<file path="src/rtl/adder_operand_packer_seq_pkg.sv">
// Shared types and constants for the adder operand packer.
package adder_operand_packer_seq_pkg;

    // Packing FSM: IDLE holds nothing, HALF holds the low-lane operand.
    typedef enum logic {
        IDLE = 1'b0,
        HALF = 1'b1
    } pack_state_e;

    // Per-lane valid encodings for the two-lane adder input.
    localparam logic [1:0] LANE_NONE = 2'b00;
    localparam logic [1:0] LANE_LO   = 2'b01;
    localparam logic [1:0] LANE_HI   = 2'b10;
    localparam logic [1:0] LANE_BOTH = 2'b11;

endpackage

</file>
<file path="src/rtl/adder_operand_packer_seq_if.sv">
// Operand-in / packet-out handshake bundle for the adder operand packer.
interface adder_operand_packer_seq_if #(
    parameter int DATA_WIDTH = 4
);
    // Upstream operand stream
    logic                    i_valid;
    logic [DATA_WIDTH-1:0]   i_data;
    logic                    i_last;
    logic                    o_ready;
    // Downstream two-lane packet
    logic [1:0]              o_valid;
    logic [2*DATA_WIDTH-1:0] o_data_bus;
    logic                    i_ready;

    // Packer side
    modport slave (
        input  i_valid, i_data, i_last, i_ready,
        output o_ready, o_valid, o_data_bus
    );

    // Source / sink side
    modport master (
        output i_valid, i_data, i_last, i_ready,
        input  o_ready, o_valid, o_data_bus
    );
endinterface

</file>
<file path="src/rtl/pkt_counter_seq.sv">
// Enable-gated wrapping event counter with asynchronous active-low reset.
module pkt_counter_seq #(
    parameter int WIDTH = 16
) (
    input  logic             clk,
    input  logic             rst_n,
    input  logic             en,
    output logic [WIDTH-1:0] count
);

    // Count one per enabled edge; natural wrap at 2^WIDTH.
    always_ff @(posedge clk or negedge rst_n) begin
        if (!rst_n)  count <= '0;
        else if (en) count <= count + WIDTH'(1);
    end

endmodule

</file>
<file path="src/rtl/adder_operand_packer_seq.sv">
// Packs a serial operand stream into two-lane packets for the sequential
// adder. First operand of a pair lands in the low lane; an odd operand
// tagged last is flushed alone in the low lane with the high lane zeroed.
module adder_operand_packer_seq
    import adder_operand_packer_seq_pkg::*;
#(
    parameter int DATA_WIDTH = 4,
    parameter int CNT_WIDTH  = 16
) (
    input  logic                           clk,
    input  logic                           rst_n,
    input  logic                           i_en,
    adder_operand_packer_seq_if.slave      bus,
    output logic                           o_half,
    output logic [CNT_WIDTH-1:0]           o_pkt_cnt
);

    pack_state_e             state_q, state_d;
    logic [DATA_WIDTH-1:0]   buf_q;
    logic                    buf_ld;
    logic [1:0]              valid_q;
    logic [2*DATA_WIDTH-1:0] data_q;
    logic                    pkt_ld;
    logic [1:0]              pkt_valid;
    logic [2*DATA_WIDTH-1:0] pkt_data;
    logic                    out_full;
    logic                    consume;
    logic                    xfer;

    // The output slot may be refilled on the same edge it drains, so ready
    // looks through to downstream ready when the slot is occupied.
    assign out_full    = (valid_q != LANE_NONE);
    assign consume     = out_full & i_en & bus.i_ready;
    assign bus.o_ready = i_en & (~out_full | bus.i_ready);
    assign xfer        = bus.i_valid & bus.o_ready;

    assign bus.o_valid    = valid_q;
    assign bus.o_data_bus = data_q;
    assign o_half         = (state_q == HALF);

    // Next-state and packet assembly; i_last is irrelevant once a pair completes.
    always_comb begin
        state_d   = state_q;
        buf_ld    = 1'b0;
        pkt_ld    = 1'b0;
        pkt_valid = LANE_NONE;
        pkt_data  = '0;
        unique case (state_q)
            IDLE: begin
                if (xfer) begin
                    if (bus.i_last) begin
                        pkt_ld    = 1'b1;
                        pkt_valid = LANE_LO;
                        pkt_data  = {{DATA_WIDTH{1'b0}}, bus.i_data};
                    end else begin
                        buf_ld  = 1'b1;
                        state_d = HALF;
                    end
                end
            end
            HALF: begin
                if (xfer) begin
                    pkt_ld    = 1'b1;
                    pkt_valid = LANE_BOTH;
                    pkt_data  = {bus.i_data, buf_q};
                    state_d   = IDLE;
                end
            end
            default: state_d = IDLE;
        endcase
    end

    // FSM state and held low-lane operand.
    always_ff @(posedge clk or negedge rst_n) begin
        if (!rst_n) begin
            state_q <= IDLE;
            buf_q   <= '0;
        end else begin
            state_q <= state_d;
            if (buf_ld) buf_q <= bus.i_data;
        end
    end

    // Output packet register: a fresh load wins over a drain on the same edge.
    always_ff @(posedge clk or negedge rst_n) begin
        if (!rst_n) begin
            valid_q <= LANE_NONE;
            data_q  <= '0;
        end else if (pkt_ld) begin
            valid_q <= pkt_valid;
            data_q  <= pkt_data;
        end else if (consume) begin
            valid_q <= LANE_NONE;
        end
    end

    pkt_counter_seq #(
        .WIDTH (CNT_WIDTH)
    ) u_pkt_cnt (
        .clk   (clk),
        .rst_n (rst_n),
        .en    (consume),
        .count (o_pkt_cnt)
    );

endmodule

</file>
<file path="src/flat_wrapper.sv">
// flat-port wrapper written by rule: the top's interface ports become plain ports
module adder_operand_packer_seq_flat import adder_operand_packer_seq_pkg::*;
#(
    parameter int DATA_WIDTH = 4,
    parameter int CNT_WIDTH  = 16
)
  (clk, rst_n, i_en, o_half, o_pkt_cnt, bus_i_valid, bus_i_data, bus_i_last, bus_i_ready, bus_o_ready, bus_o_valid, bus_o_data_bus);
  adder_operand_packer_seq_if #(.DATA_WIDTH(DATA_WIDTH)) bus_i ();
  input  logic clk;
  input  logic rst_n;
  input  logic i_en;
  output logic o_half;
  output logic [CNT_WIDTH-1:0] o_pkt_cnt;
  input wire logic [$bits(bus_i.i_valid)-1:0] bus_i_valid;
  input wire logic [$bits(bus_i.i_data)-1:0] bus_i_data;
  input wire logic [$bits(bus_i.i_last)-1:0] bus_i_last;
  input wire logic [$bits(bus_i.i_ready)-1:0] bus_i_ready;
  output wire logic [$bits(bus_i.o_ready)-1:0] bus_o_ready;
  output wire logic [$bits(bus_i.o_valid)-1:0] bus_o_valid;
  output wire logic [$bits(bus_i.o_data_bus)-1:0] bus_o_data_bus;
  assign bus_i.i_valid = bus_i_valid;
  assign bus_i.i_data = bus_i_data;
  assign bus_i.i_last = bus_i_last;
  assign bus_i.i_ready = bus_i_ready;
  assign bus_o_ready = bus_i.o_ready;
  assign bus_o_valid = bus_i.o_valid;
  assign bus_o_data_bus = bus_i.o_data_bus;
  adder_operand_packer_seq #(.DATA_WIDTH(DATA_WIDTH), .CNT_WIDTH(CNT_WIDTH)) u_core (.clk(clk), .rst_n(rst_n), .i_en(i_en), .bus(bus_i), .o_half(o_half), .o_pkt_cnt(o_pkt_cnt));
endmodule
</file>
<file path="config.mk">
export PLATFORM = sky130hd
export DESIGN_NAME = adder_operand_packer_seq_flat
export DESIGN_NICKNAME = d
export VERILOG_FILES = /design/src/rtl/adder_operand_packer_seq_pkg.sv /design/src/rtl/adder_operand_packer_seq_if.sv /design/src/rtl/pkt_counter_seq.sv /design/src/rtl/adder_operand_packer_seq.sv /design/src/flat_wrapper.sv
export SDC_FILE = /design/constraint.sdc
export NUM_CORES = 1
export LEC_CHECK = 0
export CAP_MARGIN = 20
export CORE_AREA = 2 2 59 61
export DETAILED_ROUTE_END_ITERATION = 7
export DIE_AREA = 0 0 61 63
export PLACE_DENSITY = 0.7
export SYNTH_ARGS = -nofsm -noshare
export SYNTH_HDL_FRONTEND = slang
export SYNTH_SLANG_ARGS = --single-unit
export TNS_END_PERCENT = 20
</file>
<file path="constraint.sdc">
create_clock -name clk -period 4.15 [get_ports clk]
set_input_delay 0.6225 -clock clk [delete_from_list [all_inputs] [get_ports clk]]
set_output_delay 0.6225 -clock clk [all_outputs]
set_load 0.01 [all_outputs]
</file>
==> reports/results.tsv <==
stage	metric	value	unit
synthesis	synth_seq_cells	31	
timing	drv_slew	0	
synthesis	synth_fa_ha_area_frac	0.009074	
clocking	root_buffer	clkbuf_4	
place	numPortBuffers	37	
finish	n_antenna_cell	0	
grt	antenna_found_initial	0	
synthesis	synth_fp_nets	130	
power_and_ir_drop	p_total	0.0009385	W
worst_setup_path	crit_slowest_cell	clkdlybuf4s50_1	
grt	grt.total_usage	0.1799	
outcome	status	complete, no violations	
power_and_ir_drop	vdd_drop_max	0.2696	mV
timing	timing.final.setup_violations	0	
die	die_x	61	µm
timing	post-route-period-util	0.6268	
worst_setup_path	crit_fanout	4	
die	die-height	63	µm
synthesis	synth_compound_area_frac	0.1098	
clocking	clk_latency	0.34	ns
power_and_ir_drop	leakage	0.8078	nW
timing	finClkSkew	0.005641	ns
die	core	3232	µm²
finish	n_fill_cell	290	
drt	drtIter0Drc	54	
clocking	clk_pin_slew	0.09	ns
job	max-cap-violations	0	
timing	period_minus_slack	2.601	ns
finish	syn2layout_area_growth	35.21	%
timing	setup_slack	1.549	ns
clocking	htreeDepth	2	
synthesis	ys_warn_count	0	
power_and_ir_drop	powerDensity	503.4	nW/µm²
worst_setup_path	worstSetupStartpoint	bus_i_ready	
synthesis	synth-simple-area-share	0.1633	
grt	grt_overflow	0	
timing	hold_viol	0	
drt	vias_per_cell	5.038	
die	io_pins	38	
synthesis	synth-main-ff-cell	dfrtp_1	
clocking	post_cts_buffers	0	
finish	layout_common_cells	37 x clkdlybuf4s50_1, 31 x dfrtp_1, 13 x nand2_1	
drt	drc	0	
place	dp_slack	1.542	ns
worst_setup_path	crit_top_cell	clkdlybuf4s50_1	
die	initial_utilization	0.4266	
worst_setup_path	arrival	1.98	ns
drt	dr.pass1.iters	4	
worst_setup_path	critPathCaptureType	primary output	
timing	rsz0062_at_grt	false	
worst_setup_path	cp_num_buf_inv	2	
die	num_rows	21	
finish	drive_gt1_frac	0.09877	
synthesis	synth_area	1379	µm²
worst_setup_path	crit_path_cell_trace	clkdlybuf4s50_1 > o21bai_4 > and2_2 > clkdlybuf4s50_1	
drt	ant_nets	0	
clocking	cts_num_sinks	31	
finish	fin_area	1864	µm²
synthesis	synth_xor_area_frac	0.09528	
worst_setup_path	critical_path_required	3.53	ns
clocking	cts_buffer_depth	2	
synthesis	synthMuxAreaShare	0.04356	
drt	routed_wl	2.865	mm
finish	final_net_count	172	
place	placed_cell_area	1795	µm²
synthesis	synthArstFlopShare	1.000	
die	dieArea	3843	µm²
synthesis	syn_inst	119	
clocking	hold_buffers	0	
place	post-dp-hpwl	2.138	mm
worst_setup_path	cp_top_family	buffers and inverters	
timing	worst_pin_slew	0.5722	ns
clocking	cts_tree	yes	
drt	vias	1048	
worst_setup_path	crit_path_start_kind	input port	
min_path	hold_start	u_core.u_pkt_cnt.count[15]	
synthesis	synth_top_family_by_area	simple AND/OR/NAND/NOR gates	
timing	clock.fmax	384.4	MHz
finish	layout_commonest_cell	clkdlybuf4s50_1	
synthesis	avgSynthCellArea	11.59	µm²
clocking	cts_buffers	5	
synthesis	ys_types	27	
worst_setup_path	crit_type	in -> out	
grt	grt_pass1_wl	5.009	mm
min_path	hp-class	reg -> reg	
grt	grt_pass1_vias	1080	
place	gp_congestion	0.8165	
synthesis	synth_edf_count	0	
timing	timing.slew.headroom	0.6145	
timing	fin_tns_setup	0	ns
worst_setup_path	cpPeakStageDelay	0.52	ns
synthesis	yosysSeqAreaShare	0.5626	
grt	grt_max_degree	32	
drt	wire_per_inst	13.77	µm
clocking	postCtsResizedCells	0	
worst_setup_path	r2r-start	u_core.bus.o_valid[1]	
[state kept, by name, summed over array words and instances (netlist names)]
name	count
u_core.bus.o_valid	2
u_core.buf_q	4
u_core.u_pkt_cnt.count	16
u_core.o_half	1
u_core.bus.o_data_bus	8
[worst reg2reg max path, cell delays in order, from the launching register on]
cell and delay [ns]:
dfrtp_1 0.46, o21bai_4 0.20, nand3_2 0.16, or3_1 0.48, mux2_4 0.34
[where the power goes]
| group | leakage, nW | switching [W] | total [W] | internal, W |
|---|---|---|---|---|
| Combinational | 0.363 | 0.000113 | 0.000291 | 0.000179 |
| Clock | 0.0386 | 0.000101 | 0.000201 | 0.0000996 |
| Sequential | 0.407 | 0.0000714 | 0.000446 | 0.000375 |
[through the flow]
stage                     cells  hold slack, ns  utilization
after floorplan             119          0.3269            -
after global placement      200          0.4641       0.5556
after detailed placement    200          0.4703       0.5556
after CTS                   208          0.4868       0.5768
after global routing        208          0.4999       0.5768
final                       208          0.4860       0.5768
[synthesized netlist by cell type (2+ instances only)]
cell type	instances	share of area
clkbuf_1	2	0.0054
nand2_1	13	0.035
nand3_1	6	0.022
nor3_1	2	0.0073
o21ai_0	2	0.0073
xnor2_1	12	0.076
nand2b_1	4	0.018
a22o_1	4	0.025
or3_1	2	0.0091
nand4_1	7	0.032
nor2_1	4	0.011
xor2_1	3	0.019
dfrtp_1	31	0.56
mux2_4	4	0.044
o22ai_1	8	0.036
a21oi_1	4	0.015
[layout make-up]
type | count | area [µm²] | area share
Sequential cell | 31 | 775.7 | 0.4161
Multi-Input combinational cell | 84 | 580.6 | 0.3114
Timing Repair Buffer | 38 | 377.9 | 0.2027
Clock buffer | 8 | 68.82 | 0.03691
Tap cell | 46 | 57.56 | 0.03087
Inverter | 1 | 3.754 | 0.002013
[cell families after synthesis]
family / Yosys count
mux: 4
flops: 31
buf+inv: 4
fa+ha+maj: 1
compound gates: 21
xor+xnor: 15
simple gates: 43
[final timing paths]
kind	endpoint	slack [ns]	depth (start not counted)
setup / recovery	bus_o_ready	1.55	4
hold / removal	u_core.u_pkt_cnt.count[15]	0.49	1
setup reg to reg	u_core.buf_q[1]	2.41	4
hold reg to reg	u_core.u_pkt_cnt.count[15]	0.49	1
max in group asynchronous	u_core.u_pkt_cnt.count[13]	3.20	2
min in group asynchronous	u_core.bus.o_data_bus[1]	0.67	2
[metal layers]
| metal | global-route usage | vias up | share of wire | wire length, µm |
|---|---|---|---|---|
| met5 | 0 | - | 0 | 0 |
| met4 | 0.1005 | 0 | 0.021 | 61 |
| met3 | 0.06211 | 7 | 0.032 | 93 |
| met2 | 0.2634 | 21 | 0.49 | 1402 |
| met1 | 0.2270 | 504 | 0.46 | 1307 |
| li1 | - | 516 | - | - |
(Power assumes the default switching activity.)
